==> src/rtl/dispatch_queue.sv <==
// In-order multi-lane dispatch buffer: up to WAYS packets in and WAYS out per cycle, circular over DEPTH entries.
// Latency: a packet accepted on one edge is visible on out_valid/out_data after that edge (no bypass).
// Backpressure: in_ready_cnt is credit-style, derived from registered occupancy only; dispatch takes a clamped prefix.
module dispatch_queue #(
    parameter int WAYS    = 2,
    parameter int DEPTH   = 8,
    parameter int ENTRY_W = 64
) (
    input  logic                       clock,
    input  logic                       reset,
    input  logic                       flush,
    input  logic [WAYS-1:0]            in_valid,
    input  logic [WAYS*ENTRY_W-1:0]    in_data,
    output logic [$clog2(WAYS+1)-1:0]  in_ready_cnt,
    output logic [WAYS-1:0]            out_valid,
    output logic [WAYS*ENTRY_W-1:0]    out_data,
    input  logic [$clog2(WAYS+1)-1:0]  take_cnt,
    output logic [$clog2(DEPTH+1)-1:0] count,
    output logic                       empty,
    output logic                       full
);

    localparam int CW = $clog2(WAYS + 1);
    localparam int PW = $clog2(DEPTH);
    localparam int NW = $clog2(DEPTH + 1);
    localparam logic [NW-1:0] DEPTH_N = NW'(DEPTH);
    localparam logic [NW-1:0] WAYS_N  = NW'(WAYS);
    localparam logic [CW-1:0] WAYS_C  = CW'(WAYS);

    logic [ENTRY_W-1:0] mem_q [DEPTH];
    logic [PW-1:0]      head_q, head_d;
    logic [PW-1:0]      tail_q, tail_d;
    logic [NW-1:0]      count_q, count_d;

    logic [NW-1:0]      free_slots;
    logic [CW-1:0]      ready_cnt;
    logic [CW-1:0]      prefix_len;
    logic [CW-1:0]      acc;
    logic [CW-1:0]      deq;

    // Credits come from the pre-dequeue occupancy, so a full queue that is draining still offers zero this cycle.
    always_comb begin
        free_slots = DEPTH_N - count_q;
        ready_cnt  = (free_slots >= WAYS_N) ? WAYS_C : free_slots[CW-1:0];
    end

    // Accepted lanes are the contiguous valid run from lane 0, limited by the available credits.
    always_comb begin
        logic run;
        prefix_len = '0;
        run        = 1'b1;
        for (int i = 0; i < WAYS; i++) begin
            if (run && in_valid[i]) begin
                prefix_len = prefix_len + CW'(1);
            end else begin
                run = 1'b0;
            end
        end
        acc = (prefix_len < ready_cnt) ? prefix_len : ready_cnt;
    end

    // Dispatch can never remove more than is held; when clamped, the occupancy itself fits in CW bits.
    always_comb begin
        deq = (NW'(take_cnt) < count_q) ? take_cnt : count_q[CW-1:0];
    end

    // Pointer/occupancy next state; flush discards everything and overrides any enqueue or dequeue.
    always_comb begin
        head_d  = head_q + PW'(deq);
        tail_d  = tail_q + PW'(acc);
        count_d = count_q + NW'(acc) - NW'(deq);
        if (flush) begin
            head_d  = '0;
            tail_d  = '0;
            count_d = '0;
        end
    end

    // Control state with asynchronous clear; storage is left untouched by reset.
    always_ff @(posedge clock or negedge reset) begin
        if (!reset) begin
            head_q  <= '0;
            tail_q  <= '0;
            count_q <= '0;
        end else begin
            head_q  <= head_d;
            tail_q  <= tail_d;
            count_q <= count_d;
        end
    end

    // Write accepted lanes at consecutive slots from tail; pointer arithmetic wraps on the power-of-two depth.
    always_ff @(posedge clock) begin
        if (reset && !flush) begin
            for (int i = 0; i < WAYS; i++) begin
                if (CW'(i) < acc) begin
                    mem_q[tail_q + PW'(i)] <= in_data[i*ENTRY_W +: ENTRY_W];
                end
            end
        end
    end

    // Present the oldest entries from head; invalid lanes are forced to zero.
    always_comb begin
        out_valid = '0;
        out_data  = '0;
        for (int i = 0; i < WAYS; i++) begin
            out_valid[i] = (count_q > NW'(i));
            if (out_valid[i]) begin
                out_data[i*ENTRY_W +: ENTRY_W] = mem_q[head_q + PW'(i)];
            end
        end
    end

    assign in_ready_cnt = ready_cnt;
    assign count        = count_q;
    assign empty        = (count_q == '0);
    assign full         = (count_q == DEPTH_N);

endmodule

==> config.mk <==
export PLATFORM = sky130hd
export DESIGN_NAME = dispatch_queue
export DESIGN_NICKNAME = d
export VERILOG_FILES = /design/src/rtl/dispatch_queue.sv
export SDC_FILE = /design/constraint.sdc
export NUM_CORES = 1
export LEC_CHECK = 0
export ABC_CLOCK_PERIOD_IN_PS = 9300
export CAP_MARGIN = 25
export CELL_PAD_IN_SITES_DETAIL_PLACEMENT = 1
export CELL_PAD_IN_SITES_GLOBAL_PLACEMENT = 1
export CORE_ASPECT_RATIO = 1.5
export CORE_MARGIN = 8
export CORE_UTILIZATION = 35
export CTS_BUF_LIST = sky130_fd_sc_hd__clkbuf_4
export CTS_CLUSTER_SIZE = 10
export DETAILED_ROUTE_END_ITERATION = 6
export PLACE_DENSITY_LB_ADDON = 0.25
export SKIP_CTS_REPAIR_TIMING = 1
export SLEW_MARGIN = 20
export SYNTH_ARGS = -nofsm -noshare
export SYNTH_HDL_FRONTEND = slang
export SYNTH_SLANG_ARGS = --single-unit
==> constraint.sdc <==
create_clock -name clock -period 9.3 [get_ports clock]
set_input_delay 1.86 -clock clock [delete_from_list [all_inputs] [get_ports clock]]
set_output_delay 1.86 -clock clock [all_outputs]
set_load 0.05 [all_outputs]
# Word-level counts from Yosys, hierarchy flattened
# Memory sizes are Yosys's and may differ from the RTL's.
# Index checks and enable logic that the tools add are counted.
# op_classes
add_sub_neg	8
n_lt_le_gt_ge	7
eq_ne	1
n_mux	17
reduce_logical	4
# ops
operator	count
64-bit 2-to-1 mux	2
4-bit by 1-bit > comparator with 1-bit output, second input constant	2
1-bit 2-to-1 mux	8
2-bit 2-to-1 mux	4
3-bit by 1-bit adder with 3-bit output, second input constant	2
3-bit by 2-bit adder with 3-bit output	2
3-bit 2-to-1 mux	2
4-bit by 2-bit adder with 4-bit output	1
4-bit == test, second input constant	1
4-bit by 2-bit >= comparator with 1-bit output, second input constant	1
4-bit zero test	1
1-bit by 2-bit < comparator with 1-bit output, first input constant	2
2-bit by 4-bit < comparator with 1-bit output	1
4-bit 2-to-1 mux	1
4-bit by 2-bit subtractor with 4-bit output	1
4-bit subtractor, first input constant	1
2-bit by 1-bit adder with 2-bit output, second input constant	1
1-bit logical AND	2
2-bit < comparator	1
1-bit zero test	1
# totals
regBits	10
ram_bits	512
wordCells	41
memories	1
# mem_list
name	words	width	rd	rd_ports_with_merged_regs	wr	line	source
mem_q	8	64	2	0	2	30	logic [ENTRY_W-1:0] mem_q [DEPTH];

# Longest topological paths before layout
# logic_depth
word_depth	9
mapped_depth	13
mapped_depth_nobuf	13

# Worst setup path before layout
# OpenSTA, ideal clock, no wires.
# synth_path
path_kind	input-to-reg
from	input port in_valid[0]
to	memory mem_q[1][0], enable pin
t_arrival_ns	9.139
t_required_ns	8.639
path_slack_ns	-0.500
stages	6
n_path_buf	0
path_cell_list	and2_1 -> ha_1 -> nand3b_1 -> o41ai_2 -> nor2_1 -> o41ai_1
# synth_lines
element	line	source
from (decl)	12	input logic [WAYS-1:0] in_valid,
to (decl)	30	

# Worst setup path in the final report
# layout_path
from	register head_q[2]
to	output port out_data[124]
# layout_between
elab_chain_cells	3
# layout_lines
element	line	source
from (decl)	31	logic [PW-1:0] head_q, head_d;
from (signal assigned)	82	head_q <= '0;
from (signal assigned)	86	head_q <= head_d;
3-bit by 1-bit adder with 3-bit output	110	out_data[i*ENTRY_W +: ENTRY_W] = mem_q[head_q + PW'(i)];
memory read 8 x 64 bit	-	
64-bit 2-to-1 mux	109	if (out_valid[i]) begin
to (decl)	16	output logic [WAYS*ENTRY_W-1:0] out_data,
# No other way between the ends.

==> run metrics <==
status=finished, final reports clean; Hold Path Class=reg -> reg; Yosys cell types=41; Die X=258 µm; Ports=273; global-route wire length before repair=155000 µm; CP top delay family=buffers and inverters; Clock Pin Slew Worst Setup and Hold Paths=0.06 ns; CP Data Required Time=7.44 ns; Routed WL per cell=29.8 µm; GP Congestion=0.751; async set-reset flop share out of synthesis=0.0192; cell taking the most area after synthesis=edfxtp_1; GR Util All Layers=0.215; nets=2468; Slew @ Worst Pin=1.07 ns; first-pass detailed-route iteration total=5; Slew headroom=0.284; Final Util=0.421; clk root buf=clkbuf_4; Die H=379 µm; Final Skew=0.0531 ns; vias per cell=5.68; Die Area=0.0976 mm²; cell area after synthesis=0.0307 mm²; largest net degree at the start of global routing=113; Setup crit end kind=output pin; Core Region=0.0872 mm²; VDD IR-drop max=0.000303 V; antenna violations before repair=20; CTS Buf Count=145; Slowest-stage cell, CP=nor2b_4; Final Critical Period=7.45 ns; clk buf depth=3; CTS tree=yes; Final period util=0.801; crit-path max FO=46; most frequent cells in the layout=mux2_2 (512), edfxtp_1 (512), mux2i_1 (321); RSZ-0062 raised after global routing=false; DR iter-0 viols=1365; crit path cell chain=xnor2_1 > nor2b_4 > buf_4 > a22oi_1 > and3_1 > clkdlybuf4s50_1; Final Max Tran Viols=0; kind of critical path=reg -> out; synth top area cells=edfxtp_1 (50%), mux2_2 (19%), mux2i_1 (10%), mux4_2 (9.4%), a22oi_1 (3.1%); Starting Density=0.352; Final Setup Violations=0; area delta synth->final=19.5%; Vias=20400; flops & latches, synth=522; sequential area share after synthesis=0.509; share of cells above drive strength 1=0.392; Sink Count=522; Startpoint Class=flip-flop; final hold slack=0.667 ns; vias in the first global route=23000; synthesized instance count=2007; Skew-Pair Late Insertion Delay=0.99 ns; MaxCap Viol Count=0; CP arrival=5.59 ns; Final ANT Viol Nets=0; final WL=107000 µm; # DRC=0; final hold vios=0; reg-to-reg setup timing slack=4.27 ns; Post-synth EDFFs=512; Syn. warnings=0; Net Count, Synth=2162; setup TNS=0 ns; syn avg cell area=15.3 µm²; final HPWL from detailed placement=61500 µm; PwrDens=329 mW/mm²; total grt overflow=0; Setup WS pre-CTS=2.88 ns; Fmax=0.134 GHz; Lkg Pwr=0.0124 µW; Worst path max stage delay=0.85 ns; setup ws final=1.85 ns; Most used DFF post-synth=edfxtp_1; CP Buf/Inv Count=2; H-tree Lvls=4; Rows=133; port buffer count=272; top-area cell type share of the netlist area=0.501
## tightest hold or removal path, delay by kind of cell, from the launching register on
kind / cells / cell delay [ns]
DFF: 1 / 0.46
xor gates and xnor gates: 1 / 0.09
and+or+nand+nor: 1 / 0.08
## cells by family (layout without fill, tap and decap cells)
kind of cell / Yosys count / in the layout / synth area share
AND/OR/NAND/NOR: 175 / 175 / 0.0294
flip-flops: 522 / 522 / 0.509
other: 0 / 14 / 0
XOR/XNOR: 11 / 11 / 0.00314
buffers and inverters: 173 / 592 / 0.0268
AO/OA/AOI/OAI: 145 / 145 / 0.0356
adder cells (fa/ha/maj): 20 / 20 / 0.00889
multiplexers: 961 / 961 / 0.387
## layer usage
layer / global-route usage / vias to the layer above / part of all wire
met5: 0 / - / 0.00064
met4: 0.0764 / 10 / 0.023
met3: 0.0478 / 177 / 0.052
met2: 0.384 / 618 / 0.52
met1: 0.252 / 10800 / 0.41
li1: - / 8811 / -
## registers in the layout, indices dropped and copies added, names as in the netlist
register	count
mem_q	512
count	4
tail_q	3
head_q	3
## per-stage QoR
step | instances | area, µm² | total power [µW]
6_report | 3587 | 36700 | 12100
5_1_grt | 3583 | 36700 | 12600
4_1_cts | 3572 | 36600 | 12200
3_5_place_dp | 3312 | 34700 | 9970
3_3_place_gp | 3308 | 34600 | 9870
2_1_floorplan | 2007 | 30700 | 7490
## worst paths after layout
kind,cells after the start,to,start
worst max-delay path,6,out_data[124],head_q[2]
worst min-delay path,2,tail_q[2],tail_q[2]
worst max register to register,11,mem_q[1][22],count[1]
worst min register to register,2,tail_q[2],tail_q[2]
max in group asynchronous,1,head_q[0],reset
min in group asynchronous,1,count[0],reset
## cells in the mapped netlist, types with 2 or more instances
cell type / count
a21oi_1: 2
xnor2_1: 8
nand2b_1: 2
nand3b_1: 3
o21bai_1: 2
buf_6: 6
mux2i_1: 321
buf_4: 10
nor2b_1: 9
or4_1: 2
mux2_2: 512
o21ai_0: 2
or3_1: 3
nand2_1: 4
edfxtp_1: 512
nor2_1: 72
and2_1: 3
nand3_1: 3
nor3_1: 6
and3_1: 64
buf_2: 73
dfrtp_1: 10
fa_1: 3
inv_1: 11
a22oi_1: 128
or2_2: 2
xor2_1: 3
mux4_2: 128
o31ai_1: 4
clkbuf_1: 64
buf_1: 9
ha_1: 17
## power breakdown
group          switching [µW]  internal, µW  total (µW)
combinational            4460          2500        6960
sequential                176          2730        2900
clock                    1030          1180        2210
total                    5660          6410       12100
## final cells by class
class                   count  area (µm²)
well taps                1147        1440
diodes                     14        35.0
repair buffers            321        3180
inverters                  11        42.5
multi-input cells        1312       14400
clock buffers             218        1640
clock inverters            42         274
flip-flops and latches    522       15600
fillers                  8829       50500
No activity file was read; power rests on OpenSTA's default activity.
